===== src/rtl/debounce.sv =====
// -----------------------------------------------------------------------------
// debounce
//
// Purpose:
//   Filters a raw, bouncy 1-bit input (for example a push button) into a clean
//   registered level. The output moves to a new level only after that level
//   has been sampled on DEBOUNCE_CLKS+1 consecutive clock edges: the edge that
//   first sees it, then DEBOUNCE_CLKS more. A single opposite sample while
//   qualifying throws away all progress. One-cycle edge pulses accompany every
//   change of the debounced level.
//
// Parameters:
//   DEBOUNCE_CLKS  stable clocks required before the output follows (>= 2)
//
// Ports:
//   clk           in   single clock, rising edge
//   rst_n         in   asynchronous active-low reset
//   sig_in        in   raw input
//   debounce_out  out  registered debounced level
//   rise_pulse    out  one-cycle pulse when debounce_out goes 0->1
//   fall_pulse    out  one-cycle pulse when debounce_out goes 1->0
//
// Build options:
//   DEBOUNCE_SYNC_EN  when defined, sig_in passes through a 2-flop
//                     synchronizer (reset to 0), adding 2 cycles of latency.
//                     When undefined, sig_in is used directly and must
//                     already be synchronous to clk.
// -----------------------------------------------------------------------------
module debounce #(
  parameter int DEBOUNCE_CLKS = 1200
) (
  input  logic clk,
  input  logic rst_n,
  input  logic sig_in,
  output logic debounce_out,
  output logic rise_pulse,
  output logic fall_pulse
);

  localparam int CNT_W = $clog2(DEBOUNCE_CLKS);
  localparam logic [CNT_W-1:0] CNT_TERM = CNT_W'(DEBOUNCE_CLKS - 1);

  typedef enum logic [1:0] {
    S_LOW       = 2'd0,
    S_WAIT_HIGH = 2'd1,
    S_HIGH      = 2'd2,
    S_WAIT_LOW  = 2'd3
  } state_t;

  // Sample seen by the FSM.
  logic s;

`ifdef DEBOUNCE_SYNC_EN
  localparam int SYNC_STAGES = 2;

  logic [SYNC_STAGES-1:0] sync_q;
  logic [SYNC_STAGES-1:0] sync_d;

  // Stage 0 captures the raw input; each later stage captures its predecessor.
  genvar gi;
  for (gi = 0; gi < SYNC_STAGES; gi++) begin : g_sync
    if (gi == 0) begin : g_first
      assign sync_d[gi] = sig_in;
    end else begin : g_next
      assign sync_d[gi] = sync_q[gi-1];
    end
  end

  always_ff @(posedge clk or negedge rst_n) begin
    if (!rst_n) begin
      sync_q <= '0;
    end else begin
      sync_q <= sync_d;
    end
  end

  assign s = sync_q[SYNC_STAGES-1];
`else
  assign s = sig_in;
`endif

  state_t           state_q, state_d;
  logic [CNT_W-1:0] cnt_q, cnt_d;
  logic             out_q, out_d;
  logic             rise_q, rise_d;
  logic             fall_q, fall_d;

  always_comb begin
    state_d = state_q;
    cnt_d   = cnt_q;
    out_d   = out_q;
    rise_d  = 1'b0;
    fall_d  = 1'b0;

    case (state_q)
      S_LOW: begin
        if (s) begin
          state_d = S_WAIT_HIGH;
          cnt_d   = '0;
        end
      end

      S_WAIT_HIGH: begin
        if (!s) begin
          // Any low sample restarts qualification from scratch.
          state_d = S_LOW;
          cnt_d   = '0;
        end else if (cnt_q == CNT_TERM) begin
          state_d = S_HIGH;
          cnt_d   = '0;
          out_d   = 1'b1;
          rise_d  = 1'b1;
        end else begin
          cnt_d = cnt_q + CNT_W'(1);
        end
      end

      S_HIGH: begin
        if (!s) begin
          state_d = S_WAIT_LOW;
          cnt_d   = '0;
        end
      end

      S_WAIT_LOW: begin
        if (s) begin
          state_d = S_HIGH;
          cnt_d   = '0;
        end else if (cnt_q == CNT_TERM) begin
          state_d = S_LOW;
          cnt_d   = '0;
          out_d   = 1'b0;
          fall_d  = 1'b1;
        end else begin
          cnt_d = cnt_q + CNT_W'(1);
        end
      end

      default: begin
        state_d = S_LOW;
        cnt_d   = '0;
        out_d   = 1'b0;
      end
    endcase
  end

  always_ff @(posedge clk or negedge rst_n) begin
    if (!rst_n) begin
      state_q <= S_LOW;
      cnt_q   <= '0;
      out_q   <= 1'b0;
      rise_q  <= 1'b0;
      fall_q  <= 1'b0;
    end else begin
      state_q <= state_d;
      cnt_q   <= cnt_d;
      out_q   <= out_d;
      rise_q  <= rise_d;
      fall_q  <= fall_d;
    end
  end

  assign debounce_out = out_q;
  assign rise_pulse   = rise_q;
  assign fall_pulse   = fall_q;

endmodule


===== config.mk =====
export PLATFORM = sky130hd
export DESIGN_NAME = debounce
export DESIGN_NICKNAME = d
export VERILOG_FILES = /design/src/rtl/debounce.sv
export SDC_FILE = /design/constraint.sdc
export NUM_CORES = 1
export LEC_CHECK = 0
export ABC_AREA = 1
export CAP_MARGIN = 20
export CORE_MARGIN = 8
export CORE_UTILIZATION = 64
export CTS_CLUSTER_DIAMETER = 30
export DETAILED_ROUTE_END_ITERATION = 8
export DONT_BUFFER_PORTS = 1
export PLACE_DENSITY = 0.8
export SLEW_MARGIN = 20
export SYNTH_ARGS = -nofsm -noshare
export SYNTH_HDL_FRONTEND = slang
export SYNTH_SLANG_ARGS = --single-unit

===== constraint.sdc =====
create_clock -name clk -period 2.8 [get_ports clk]
set_clock_uncertainty 0.15 [all_clocks]
set_input_delay 0.56 -clock clk [delete_from_list [all_inputs] [get_ports clk]]
set_output_delay 0.56 -clock clk [all_outputs]
set_load 0.005 [all_outputs]

==> results summary, run 1 <==
The placed instances occupy a cell area of around 900 um2. The top flip-flop cell by instance count after synthesis is sky130_fd_sc_hd__dfrtp_1. The area of the placeable core came out at about 1300 um2. The total of cells resized after clock tree synthesis is 0.

The synthesized flop and latch total is 16. The worst setup slack for register-to-register paths is approximately 1.2 ns. The fraction of final layout cells sized beyond drive strength 1 came out at approximately 16%.

The count of TritonRoute iterations in the first routing pass is 4. The number of placed instances, taps included, is between 100 and 150. The number of rows created at floorplan is 13. The leakage power came out at around 0.44 nW. The number of clock buffers inserted by TritonCTS came out at 3.

The floorplan die height came out at roughly 53 um. The number of nets in the synthesized netlist is about 110. The clock passes through at most 2 buffers. The total DRC errors in the routed layout is 0. The final weighted congestion of routability-driven global placement is around 0.86. The number of antenna diodes in the final layout is 0. The number of antenna violations at the first check in global routing is 0. Data on the critical path arrives at its endpoint at 1.59 ns. Entering global routing, the biggest net connects 17 pins. The number of hold-slack violations in the final timing report is 0.

The relative slew slack is a little over half. Yosys printed 0 warnings. Of all cell types, the one taking the most synthesized area is sky130_fd_sc_hd__dfrtp_1. The clock drives 16 sinks. The final core utilization is roughly 73%. The number of buffers inserted by port buffering is 0. The routed length per placed instance came out at about 14 um.

The post-route standard cell area excluding fillers came out at 946 um2. The number of cells in the finished layout apart from fillers came out at 130. Summed over all nets, the half-perimeter wirelength after detailed placement is ~1.3 mm.

The area growth from synthesis to layout is 7.39%. The synthesized design contains 0 enable-type register cells. The gate family responsible for the most delay along the worst path is simple AND/OR/NAND/NOR gates. The synthesized area divided by synthesized cell count is 8.01 um2. The portion of the post-synthesis area used by sequential elements is a little under half. TritonCTS built the clock tree. Dividing total power by cell area gives a power density of approximately 640 nW/um2. By count the netlist is led by 37 x sky130_fd_sc_hd__nand2_1, 16 x sky130_fd_sc_hd__dfrtp_1, 12 x sky130_fd_sc_hd__inv_1. The overall fraction of global-route tracks in use is 14.5%. The number of setup violations in the final report is 0.

The portion of synthesized cell area occupied by the leading cell type is a little under half. The data required time of the worst path came out at between 2 and 3 ns. sky130_fd_sc_hd__nand2_1 is the most common cell in the netlist. The CTS clock-pin slew for the worst setup and hold paths came out at ~0.090 ns.

In this run the remaining antenna-violating nets after routing total 0. The element type at the critical path start is a register. The worst-margin pin slew came out at a little under 0.7 ns. The period utilization is between 50% and 60%. The signal on the critical path passes through ha_1, nand2_2, nor2_4, nand3_4, nand2_4, inv_4, nand3_2, nand2_1. The total count of max-transition violations in the final report came to 0. The run finished with clean final reports. The clock tree root buffer cell is sky130_fd_sc_hd__clkbuf_4. The classification of the worst setup path is reg -> reg. The total number of H-tree levels is 1. The minimum period implied by the final worst setup slack is around 1.6 ns. The synthesized instance count is 110. The count of different cell masters after synthesis is 24. The total power consumption of the routed design is just over 600 uW. Yosys attributes the largest share of cell area to sky130_fd_sc_hd__dfrtp_1 45%, sky130_fd_sc_hd__nand2_1 16%, sky130_fd_sc_hd__nand3_1 5.1%. The aggregate global routing overflow is 0. The first-pass GRT wire length is between 3 and 4 mm. The biggest cell delay along the critical path is roughly 0.40 ns. For this run, asynchronously set or reset flops after synthesis account for 100%.

For this design, the slowest cell found on the critical path is sky130_fd_sc_hd__dfrtp_1. The netlist area before placement is 881 um2. For this configuration, the core starts out at a cell density of between 60% and 70%.

The die covers 2820 um2. Max-cap violations in this run came to 0. The via count of the first global-routing pass is ~680. The total detailed-routing wirelength is around 1.8 mm.

Together, buffers and inverters on the worst path number 1. At the end of the flow, the number of nets in the layout was 120. Of all nets on the critical path, the largest fanout is 9. The startpoint identified for the worst register-to-register timing path is cnt_q[1]$_DFFE_PN0P_. In this run the critical register-to-register path is captured at cnt_q[10]$_DFFE_PN0P_. The number of fillers in the final layout is around 110.

The number of placed I/O pins came out at 6. The largest vdd supply drop is slightly above 0.0004 V. After detailed routing, the number of vias per cell comes to approximately 5.6. The type of the worst min-delay path is in -> reg. The source-to-sink clock delay at the later pin of the worst-skew pair is just under 0.3 ns.

In this run, the number of DRC markers left after iteration 0 of detailed routing was 19. Across all layers, the routed design uses 732 vias. The startpoint of the most critical hold path is sig_in. The cell count of the worst hold path came out at 2. The die outline width is ~53 um.

The endpoint kind of the worst setup timing path is a register. Based on the critical path, the design can be clocked at up to between 600 and 700 MHz. The number of cells on the worst reg-to-reg path is 8. Setup repair after global routing left no endpoint under its margin. Summed over all failing endpoints, the final setup total negative slack is 0 ns.
[metrics by stage]
step / hold slack, ns / worst slack, ns
after detailed placement: 0.115 / 1.17
after global routing: 0.249 / 1.16
after floorplan: 0.114 / 1.40
final: 0.257 / 1.24
after CTS: 0.259 / 1.25
after global placement: 0.115 / 1.23
[report_power, final]
part	internal (mW)	switching (mW)	leakage, nW	total [mW]
clock network	0.0793	0.0743	0.0210	0.154
registers	0.259	0.0324	0.219	0.291
logic	0.0469	0.117	0.199	0.164
[placed cells by master, fill, tap and decap left out, drive strengths merged]
master,instances
o22ai,3
nand3,12
dfrtp,16
xor2,1
nor2,8
clkinv,1
o21bai,2
dlygate4sd3,1
a21oi,2
nand4,3
inv,15
xnor2,1
ha,1
o21ai,6
clkbuf,4
nand2,39
[state kept, by name, summed over array words and instances (netlist names), named ones only]
register / cells
cnt_q: 11
debounce_out: 1
fall_pulse: 1
rise_pulse: 1
state_q: 1
[area by class of cell]
type | instances | area, um2 | share of cell area (%)
tap | 15 | 18.8 | 1.98
clock buffer | 4 | 36.3 | 3.84
multi-input combinational | 78 | 418 | 44.2
timing repair buffer | 1 | 10.0 | 1.06
sequential | 16 | 400 | 42.3
inverter | 16 | 62.6 | 6.61
[how the worst max path moves through the flow]
stage,startpoint,to,slack (ns),cells past startpoint
after global placement,sig_in,cnt_q[9]$_DFFE_PN0P_,1.23,6
final,cnt_q[1]$_DFFE_PN0P_,cnt_q[10]$_DFFE_PN0P_,1.24,8
after CTS,cnt_q[0]$_DFFE_PN0P_,cnt_q[10]$_DFFE_PN0P_,1.25,8
after detailed placement,sig_in,cnt_q[9]$_DFFE_PN0P_,1.17,6
after global routing,register,cnt_q[9]$_DFFE_PN0P_,1.16,6
after floorplan,cnt_q[0]$_DFFE_PN0P_,cnt_q[8]$_DFFE_PN0P_,1.40,8
[cells by family (layout without fill, tap and decap cells)]
group	after synthesis	count (layout)	synth area share, %
buffers and inverters	16	21	7.10
AO/OA/AOI/OAI	13	13	8.81
XOR/XNOR	2	2	1.99
AND/OR/NAND/NOR	62	62	35.2
flip-flops	16	16	45.5
adder cells (fa/ha/maj)	1	1	1.42
[metal layers]
metal  global-route usage [%]  part of all wire (%)  up-vias
met3                     3.64                   4.2        8
li1                         -                     -      365
met5                        0                     0        -
met4                     9.66                   3.7        0
met1                     16.3                    43      343
met2                     23.4                    49       16
[timing repair]
item | 4_1_cts | 5_1_grt
hold buffers | 1 | 0
hold endpoints to repair | 16 | 0
buffers inserted | 0 | 0
setup endpoints to repair | 0 | 0
(Power assumes the default switching activity.)
==> run 2: changes to the inputs <==
- CORE_UTILIZATION: 64 -> 59
- PLACE_DENSITY: 0.8 -> 0.75
- clock period: 2.8 -> 1.5 ns (I/O delays scaled with it)
==> results summary, run 2 (synthesized netlist as in run 1, its figures left out) <==
The flow ran to the end, but the final reports show violations. The maximum fanout along the worst path is 6 (-3). The area of the placeable core came out at 1450 um2 (+12%). STA classifies the critical path startpoint as a register. The number of placed I/O pins came out at 6 (unchanged). The area of the die is 2990 um2 (+5.9%).

The count of vias placed by the detailed router came out at 738 (+0.82%). The antenna diode instance count is 0 (unchanged). The worst setup slack after layout came out at -0.000406 ns (-1.24 ns). The number of setup violations in the final report is 1 (+1). The number of clock buffers inserted by TritonCTS came out at 3 (unchanged). The via count of the first global-routing pass is 681 (-0.29%). The overall fraction of global-route tracks in use is 12.6% (-1.9 points). The total detailed-routing wirelength is 1.94 mm (+9.5%). The type of the worst min-delay path is in -> reg.

The final reports fail on negative hold slack, negative setup slack. The number of cells on the worst reg-to-reg path came out at 8 (unchanged). The CTS clock-pin slew for the worst setup and hold paths is 0.09 ns (about the same). The maximum operating frequency came out at 666 MHz (+3.9%). The effective utilization at floorplan came out at 60.6% (-7.1 points). The die outline width came out at 54.6 um (+2.9%). The final-layout worst hold slack came out at -0.00365 ns (-0.260 ns).

The post-detailed-placement half-perimeter wirelength came to 1.23 mm (-8.7%). The relative slew slack is 52.0% (-1.6 points). The count of nets left with antenna violations after detail routing was 0 (unchanged). The worst-margin pin slew was 0.718 ns (+0.0236 ns). The TritonCTS clock tree is built. Tracing the worst setup path back leads to its startpoint at cnt_q[1]$_DFFE_PN0P_. The most frequent standard cell in the layout excluding fill and tap cells is sky130_fd_sc_hd__nand2_1. The number of rows created at floorplan came out at 14 (+1). The routed length per placed instance was 14.3 um (+4.7%). The clock tree buffer depth is 2 (unchanged). The cell count of the worst hold path came out at 2 (unchanged). The leakage power came out at 0.478 nW (+9.0%). The layout overhead on the synthesized area came out at 17.3%. Setup repair after global routing could not meet its margin everywhere. In the layout the commonest cells are 35 x sky130_fd_sc_hd__nand2_1, 16 x sky130_fd_sc_hd__dfrtp_1, 12 x sky130_fd_sc_hd__inv_1. The final core utilization came out at 71.1% (-1.6 points). The aggregate global routing overflow came out at 0 (unchanged).

The number of buffers inserted by port buffering is 0 (unchanged). The via count normalized by instance count is 5.43 (-3.6%). The number of antenna violations at the first check in global routing came to 0 (unchanged).

The power density over the cells is 1160 nW/um2 (+80%). The number of hold-slack violations in the final timing report is 1 (+1). The total DRC errors in the routed layout came out at 0 (unchanged). The total count of max-transition violations in the final report came out at 0 (unchanged). The final layout net count came to 126 (+5.0%). The worst hold path begins at sig_in. The number of max-capacitance violations reported is 0 (unchanged).

The data required time of the worst path was 1.53 ns (-1.30 ns). CTS placed an instance of sky130_fd_sc_hd__clkbuf_4 at the clock tree root. The count of TritonRoute iterations in the first routing pass came out at 4 (unchanged). The critical path is of the reg -> reg type.

The worst register-to-register path ends at cnt_q[7]$_DFFE_PN0P_. The number of sinks on the clock net came out at 16 (unchanged). The register with the most flip-flops is cnt_q. The fraction of final layout cells sized beyond drive strength 1 was 23.3% (+7.7 points).

The source-to-sink clock delay at the later pin of the worst-skew pair came to 0.29 ns (about the same). The number of flip-flops under the largest register name was 11 (unchanged). The startpoint identified for the worst register-to-register timing path is cnt_q[1]$_DFFE_PN0P_. The floorplan die height is 54.6 um (+2.9%). The data arrival time of the critical path came out at 1.53 ns (-0.06 ns). The total number of H-tree levels came out at 1 (unchanged). The worst setup slack for register-to-register paths is -0.0004 ns (-1.24 ns). The first-pass GRT wire length came to 2.77 mm (-7.8%).

The initial detailed-routing violation count came out at 9 (-10). The worst setup path is captured at a register. The minimum period implied by the final worst setup slack came out at 1.50 ns (-0.0592 ns). The final weighted congestion of routability-driven global placement came out at 0.877 (+2.3%). The maximum number of pins on one net before global-route repair is 17 (unchanged). The period utilization is 100% (+44 points). The largest vdd supply drop came out at 0.000847 V (+110%).
run 2: how the worst max path moves through the flow:
| stage | endpoint | slack, ns | cells past startpoint |
|---|---|---|---|
| after CTS | cnt_q[8]$_DFFE_PN0P_ | 0.008 | 8 |
| after global routing | register | -0.07 | 8 |
| after floorplan | cnt_q[8]$_DFFE_PN0P_ | 0.10 | 8 |
| after global placement | cnt_q[5]$_DFFE_PN0P_ | 0.06 | 8 |
| final | cnt_q[7]$_DFFE_PN0P_ | -0.0004 | 8 |
| after detailed placement | cnt_q[10]$_DFFE_PN0P_ | 0.008 | 8 |
run 2: worst max-delay path, cell delays in order, from the launching register on:
cell and delay [ns]:
sky130_fd_sc_hd__dfrtp_1 0.42, sky130_fd_sc_hd__ha_4 0.18, sky130_fd_sc_hd__nand2_4 0.07, sky130_fd_sc_hd__nor2_4 0.14, sky130_fd_sc_hd__nand3_4 0.15, sky130_fd_sc_hd__nand2_8 0.14, sky130_fd_sc_hd__inv_8 0.05, sky130_fd_sc_hd__nand3_2 0.05
sky130_fd_sc_hd__nand2_1 0.05
run 2: cell type report:
class,count,area [um2]
tap,16,20.0
multi-input combinational,79,475
sequential,16,400
timing repair buffer,6,47.5
inverter,16,67.6
clock buffer,3,22.5
fill,111,420
run 2: power breakdown:
part	switching [mW]	internal [mW]
sequential	0.0666	0.483
combinational	0.267	0.154
clock	0.130	0.0934
run 2: what timing repair did:
item / 4_1_cts / 5_1_grt
pin swaps: 0 / 5
hold buffers: 1 / 0
gates cloned: 0 / 1
setup buffers: 0 / 3
hold endpoints to repair: 16 / 0
endpoints found under the setup margin: 1 / 9
resized for setup: 1 / 11
run 2: stage by stage:
stage               power, mW  cell area, um2    TNS, ns  instances  setup slack [ns]
floorplan               0.764             881          0        110             0.104
global placement        0.851             916          0        128            0.0595
detailed placement      0.865             916          0        128           0.00844
CTS                      1.09             951          0        132           0.00814
global route             1.28            1030     -0.403        136           -0.0682
finish                   1.19            1030  -0.000406        136         -0.000406
run 2: routing by layer:
layer / GRT usage (%) / part of all wire (%) / vias to the layer above
met5: 0 / 0 / -
met2: 19.8 / 51 / 9
li1: - / - / 373
met4: 5.33 / 2.3 / 0
met1: 15.9 / 44 / 350
met3: 2.99 / 2.1 / 6
